==> config.mk <==
export PLATFORM = sky130hd
export DESIGN_NAME = fetch_seq_ctrl
export DESIGN_NICKNAME = d
export VERILOG_FILES = /design/src/rtl/fetch_seq_ctrl.sv
export SDC_FILE = /design/constraint.sdc
export NUM_CORES = 1
export LEC_CHECK = 0
export CAP_MARGIN = 20
export CORE_MARGIN = 2
export CORE_UTILIZATION = 50
export DETAILED_ROUTE_END_ITERATION = 10
export DONT_BUFFER_PORTS = 1
export GPL_TIMING_DRIVEN = 0
export PLACE_DENSITY = 0.78
export SKIP_CTS_REPAIR_TIMING = 1
export SLEW_MARGIN = 5
export SYNTH_ARGS = -nofsm -noshare
export SYNTH_HDL_FRONTEND = slang
export SYNTH_SLANG_ARGS = --single-unit
export TNS_END_PERCENT = 20
==> constraint.sdc <==
create_clock -name i_clk -period 2.05 [get_ports i_clk]
set_input_delay 0.615 -clock i_clk [delete_from_list [all_inputs] [get_ports i_clk]]
set_output_delay 0.615 -clock i_clk [all_outputs]
set_load 0.02 [all_outputs]
==> src/rtl/fetch_seq_ctrl.sv <==
// -----------------------------------------------------------------------------
// fetch_seq_ctrl
//
// Instruction-fetch sequencer. Owns the program counter and runs a simple,
// non-pipelined instruction-memory request/response handshake. Each fetch takes
// a REQ cycle, one or more WAIT cycles, and one delivery cycle.
//
// Redirect sources, highest priority first:
//   misaligned taken branch, aligned taken branch, ecall, ebreak,
//   memory-misalign trap.
// A redirect moves the PC to its target and kills any fetch still in flight.
//
// Optional build macro: FETCH_PERF_CNT_EN
//   When defined, the block adds two free-running 32-bit counters:
//   o_fetch_cnt (instructions consumed by decode) and o_flush_cnt (flush pulses).
//
// Ports:
//   i_clk, i_rst           clock, synchronous active-high reset
//   i_stall                decode cannot accept; hold the delivered instruction
//   i_branch_taken/_addr   resolved taken branch and its target
//   i_trap                 trap code (E_CALL / E_BREAK / MEM_MISALIGN, else none)
//   o_imem_req/_addr       fetch request and address
//   i_imem_ready           memory accepts the request this cycle
//   i_imem_valid/_rdata    memory response
//   o_instr_valid/_instr/_instr_pc  instruction delivered to decode
//   o_flush                one-cycle pulse: younger pipeline state is invalid
//   o_branch_misaligned    one-cycle pulse on a misaligned-branch redirect
//   o_fetch_cnt, o_flush_cnt  (FETCH_PERF_CNT_EN only) performance counters
// -----------------------------------------------------------------------------

`ifndef E_CALL
`define E_CALL 2'b01
`endif
`ifndef E_BREAK
`define E_BREAK 2'b10
`endif
`ifndef MEM_MISALIGN
`define MEM_MISALIGN 2'b11
`endif

module fetch_seq_ctrl #(
  parameter logic [31:0] RESET_ADDR   = 32'h0000_0000,
  parameter logic [31:0] MISALIGN_VEC = 32'd1020,
  parameter logic [31:0] ECALL_VEC    = 32'd2050,
  parameter logic [31:0] EBREAK_VEC   = 32'd2051,
  parameter logic [31:0] MEMMIS_VEC   = 32'd2052
) (
  input  logic        i_clk,
  input  logic        i_rst,
  input  logic        i_stall,
  input  logic        i_branch_taken,
  input  logic [31:0] i_branch_addr,
  input  logic [1:0]  i_trap,
  output logic        o_imem_req,
  output logic [31:0] o_imem_addr,
  input  logic        i_imem_ready,
  input  logic        i_imem_valid,
  input  logic [31:0] i_imem_rdata,
  output logic        o_instr_valid,
  output logic [31:0] o_instr,
  output logic [31:0] o_instr_pc,
  output logic        o_flush,
  output logic        o_branch_misaligned
`ifdef FETCH_PERF_CNT_EN
  ,
  output logic [31:0] o_fetch_cnt,
  output logic [31:0] o_flush_cnt
`endif
);

  typedef enum logic [2:0] {
    S_IDLE,
    S_REQ,
    S_WAIT,
    S_HOLD,
    S_DRAIN
  } state_t;

  state_t      state;
  state_t      state_next;
  logic [31:0] pc;
  logic [31:0] pc_next;
  logic [31:0] issued_pc;
  logic [31:0] issued_pc_next;
  logic        instr_valid_next;
  logic [31:0] instr_next;
  logic [31:0] instr_pc_next;

  logic        branch_misaligned;
  logic        trap_hit;
  logic        redirect;
  logic [31:0] redirect_target;

  // A taken branch always beats a simultaneous trap; the trap is simply
  // dropped and its source has to raise it again if it is still pending.
  always_comb begin
    branch_misaligned = i_branch_taken && (i_branch_addr[1:0] != 2'b00);
    trap_hit          = 1'b0;
    redirect_target   = pc;
    if (branch_misaligned) begin
      redirect_target = MISALIGN_VEC;
    end else if (i_branch_taken) begin
      redirect_target = i_branch_addr;
    end else if (i_trap == `E_CALL) begin
      trap_hit        = 1'b1;
      redirect_target = ECALL_VEC;
    end else if (i_trap == `E_BREAK) begin
      trap_hit        = 1'b1;
      redirect_target = EBREAK_VEC;
    end else if (i_trap == `MEM_MISALIGN) begin
      trap_hit        = 1'b1;
      redirect_target = MEMMIS_VEC;
    end
    // IDLE is the settling cycle after reset; redirects are not honoured there.
    redirect = (state != S_IDLE) && (i_branch_taken || trap_hit);
  end

  // Next-state logic. A redirect overrides everything, including a stall.
  // When a redirect lands on a fetch the memory has already accepted, the
  // sequencer parks in DRAIN until that orphaned response turns up.
  always_comb begin
    state_next       = state;
    pc_next          = pc;
    issued_pc_next   = issued_pc;
    instr_valid_next = 1'b0;
    instr_next       = o_instr;
    instr_pc_next    = o_instr_pc;

    case (state)
      S_IDLE: begin
        state_next = S_REQ;
      end

      S_REQ: begin
        if (redirect) begin
          pc_next    = redirect_target;
          state_next = i_imem_ready ? S_DRAIN : S_REQ;
        end else if (i_imem_ready) begin
          issued_pc_next = pc;
          state_next     = S_WAIT;
        end
      end

      S_WAIT: begin
        if (redirect) begin
          pc_next    = redirect_target;
          state_next = i_imem_valid ? S_REQ : S_DRAIN;
        end else if (i_imem_valid) begin
          instr_next       = i_imem_rdata;
          instr_pc_next    = issued_pc;
          instr_valid_next = 1'b1;
          pc_next          = issued_pc + 32'd4;
          state_next       = i_stall ? S_HOLD : S_REQ;
        end
      end

      S_HOLD: begin
        if (redirect) begin
          pc_next    = redirect_target;
          state_next = S_REQ;
        end else if (i_stall) begin
          instr_valid_next = 1'b1;
        end else begin
          state_next = S_REQ;
        end
      end

      S_DRAIN: begin
        // If the orphaned response arrives together with another redirect
        // there is nothing left to wait for, so go straight back to REQ.
        if (redirect) begin
          pc_next    = redirect_target;
          state_next = i_imem_valid ? S_REQ : S_DRAIN;
        end else if (i_imem_valid) begin
          state_next = S_REQ;
        end
      end

      default: begin
        state_next = S_IDLE;
      end
    endcase
  end

  // State and output registers.
  always_ff @(posedge i_clk) begin
    if (i_rst) begin
      state               <= S_IDLE;
      pc                  <= RESET_ADDR;
      issued_pc           <= RESET_ADDR;
      o_instr_valid       <= 1'b0;
      o_instr             <= 32'd0;
      o_instr_pc          <= 32'd0;
      o_flush             <= 1'b0;
      o_branch_misaligned <= 1'b0;
    end else begin
      state               <= state_next;
      pc                  <= pc_next;
      issued_pc           <= issued_pc_next;
      o_instr_valid       <= instr_valid_next;
      o_instr             <= instr_next;
      o_instr_pc          <= instr_pc_next;
      o_flush             <= redirect;
      o_branch_misaligned <= redirect && branch_misaligned;
    end
  end

  assign o_imem_req  = (state == S_REQ);
  assign o_imem_addr = pc;

`ifdef FETCH_PERF_CNT_EN
  // Consumption is any cycle decode sees a valid instruction and is not stalled.
  always_ff @(posedge i_clk) begin
    if (i_rst) begin
      o_fetch_cnt <= 32'd0;
      o_flush_cnt <= 32'd0;
    end else begin
      if (o_instr_valid && !i_stall) begin
        o_fetch_cnt <= o_fetch_cnt + 32'd1;
      end
      if (o_flush) begin
        o_flush_cnt <= o_flush_cnt + 32'd1;
      end
    end
  end
`else
  // Performance counters are not built in this configuration.
`endif

endmodule

==> results.json <==
{
  "outcome": "complete, no violations",
  "layoutNonFillerInstCount": 939,
  "synth_edf_count": 0,
  "ys_seq_area_frac": 0.449,
  "synth.distinct_cells": 62,
  "grt_max_degree": 17,
  "vias": 5595,
  "cp-start-kind": "flop",
  "cts_tree": "built",
  "cp.arrival_ns": 2.39,
  "setup_viol": 0,
  "end_kind": "flop",
  "synth.cell_area_um2": 5980,
  "drive_above_1_share": 0.119,
  "crit_type": "reg -> reg",
  "wl_met3_mm": 1.67,
  "grt_pass1_vias": 5311,
  "powerDensity_nw_per_um2": 939,
  "vias_per_cell": 5.96,
  "synth.top_cell.area_share": 0.449,
  "rows": 39,
  "maxUsedRoutingLayer": "met4",
  "core_um2": 11600,
  "initial_core_util": 0.517,
  "ys_top_cells_by_area": "dfxtp_1 (45%), nand2_1 (14%), a21oi_1 (9.0%), clkbuf_1 (2.4%), xnor2_1 (2.1%)",
  "synth-seq-cells": 134,
  "worstPathRequired_ns": 2.40,
  "synth.largest_area_cell": "dfxtp_1",
  "ir_drop_mv": 0.492,
  "final_area_um2": 6870,
  "synth-main-ff-cell": "dfxtp_1",
  "cpPeakStageDelay_ns": 0.63,
  "gp_congestion": 0.903,
  "dp.cells": 908,
  "total_power_mw": 6.45,
  "synthArstFlopShare": 0,
  "worst_pin_slew_ns": 0.795,
  "drtIter0Drc": 563,
  "place_area_um2": 6160,
  "root_buffer": "clkbuf_16",
  "path_max_fanout": 9,
  "drc_errors": 0,
  "grt_pass1_wl_mm": 27.2,
  "fin_crit_sh": 0.996,
  "postRouteWirelength_mm": 17.6,
  "clock_latency_ns": 0.42,
  "maxSlewHeadroom": 0.467,
  "nNetsFinal": 856,
  "fin_skew_ns": 0.0113,
  "synthCells": 765,
  "syn_nets": 838,
  "postRouteAntennaNets": 0,
  "wire_per_inst_um": 18.7,
  "maxSlewViolCount": 0,
  "cp_top_family": "simple AND/OR/NAND/NOR gates",
  "cts_made_buffers": 17,
  "hold_viol_final": 0,
  "max_freq_mhz": 490,
  "first_pass_iters": 6,
  "cp_num_buf_inv": 0,
  "clock_sinks": 134,
  "ioPinCount": 172,
  "min_period_ns": 2.04,
  "area_growth_pct": 14.9,
  "cts_max_level": 4,
  "antenna_found_initial": 0,
  "grtUsageTotal": 0.270,
  "maxCapViolCount": 0,
  "syn_avg_cell_area_um2": 7.81,
  "port_buffers": 0,
  "diodes": 0,
  "wl_met2_mm": 8.38,
  "cts_buffer_depth": 2,
  "wl_met1_mm": 7.04,
  "grt-ovfl-total": 0,
  "die_w_um": 113,
  "critPathSlowestCell": "nor3_2",
  "synth_warnings": 0,
  "clkSlewWorstSetupHoldPaths_ns": 0.06,
  "die_h_um": 113,
  "hold_class": "in -> reg",
  "hpwl_mm": 12.6,
  "crit_chain": "and4bb_2, o21bai_1, nor3_2, a22oi_1, o21ai_0",
  "die_area_um2": 12800,
  "leakage_nw": 2.33,
  "rsz0062_at_grt": "true"
}
[worst reg2reg max path, delay by kind of cell, from the launching register on]
kind	cells	cell delay, ns
AND/OR/NAND/NOR	2	0.94
flip-flops	1	0.49
AO/OA/AOI/OAI	3	0.54
[worst paths after layout]
kind | from | end | slack [ns] | cells past startpoint
min reg2reg | issued_pc[31] | o_instr_pc[31] | 0.49 | 2
max | state[2] | o_imem_addr[30] | 0.008 | 5
min | i_imem_rdata[11] | o_instr[11] | 0.32 | 2
max reg2reg | state[2] | o_imem_addr[30] | 0.008 | 5
[power by group]
part	internal [mW]	total, mW	leakage, nW	switching (mW)
Combinational	0.132	0.397	0.932	0.264
Sequential	2.66	2.80	1.09	0.135
Clock	2.09	3.26	0.309	1.16
Total	4.89	6.45	2.33	1.56
[cell usage in the layout (no fill, tap or decap), types with 4 or more instances in the layout]
cell type / n
a311oi_1: 8
clkbuf_2: 10
inv_1: 5
nand2_1: 224
clkbuf_1: 30
clkinv_2: 5
nor2_1: 23
xnor2_1: 14
nand3_1: 21
dfxtp_1: 129
xor2_1: 13
o21ai_0: 20
nand4_1: 13
and3_1: 6
a21oi_1: 107
bufinv_16: 4
clkbuf_16: 17
clkbuf_4: 6
nor3_1: 11
dfxtp_2: 5
and2_1: 4
a22oi_1: 9
buf_2: 14
o211ai_1: 14
and4_1: 5
a221oi_1: 4
buf_1: 5
[per-stage QoR]
| step | setup WS, ns | utilization | setup TNS, ns | hold slack, ns |
|---|---|---|---|---|
| after CTS | -0.569 | 0.587 | -18.69 | 0.317 |
| after floorplan | 0.0166 | - | 0 | 0.445 |
| after global routing | -0.0962 | 0.594 | -0.994 | 0.312 |
| final | 0.00831 | 0.594 | 0 | 0.323 |
| after global placement | -0.524 | 0.532 | -44.52 | 0.481 |
| after detailed placement | -0.514 | 0.532 | -44.97 | 0.486 |
[registers in the layout, indices dropped and copies added (netlist names)]
register             count
issued_pc               32
o_branch_misaligned      1
o_flush                  1
o_imem_addr             32
o_instr                 32
o_instr_pc              32
o_instr_valid            1
state                    3
[metal layers]
metal	vias to the layer above	global-route usage
li1	2687	-
met1	2606	0.321
met2	259	0.438
met3	43	0.104
met4	0	0.114
met5	-	0
[cell type report]
type	instances	area (µm²)
clock inverter	13	178
clock buffer	19	453
tap	143	179
sequential	134	2690
inverter	6	22.5
buffer	66	304
multi-input combinational	558	3040
fill	1050	4700
[synth_stat cells, types with 5 or more instances]
master / count
nand2_1: 226
dfxtp_1: 134
a21oi_1: 107
clkbuf_1: 39
nor2_1: 25
nand3_1: 22
buf_2: 21
o21ai_0: 20
o211ai_1: 14
xnor2_1: 14
nand4_1: 13
xor2_1: 13
nor3_1: 11
a22oi_1: 9
a311oi_1: 8
and3_1: 7
and4_1: 5
inv_1: 5
[kinds of logic (layout without fill, tap and decap cells)]
group,Yosys count,after routing,share of synthesized area
AND/OR/NAND/NOR,339,339,0.262
AO/OA/AOI/OAI,189,189,0.193
flip-flops,134,134,0.449
buffers and inverters,73,104,0.0509
XOR/XNOR,27,27,0.0396
multiplexers,2,2,0.00377
adder cells (fa/ha/maj),1,1,0.00209
No activity file was read; power rests on OpenSTA's default activity.
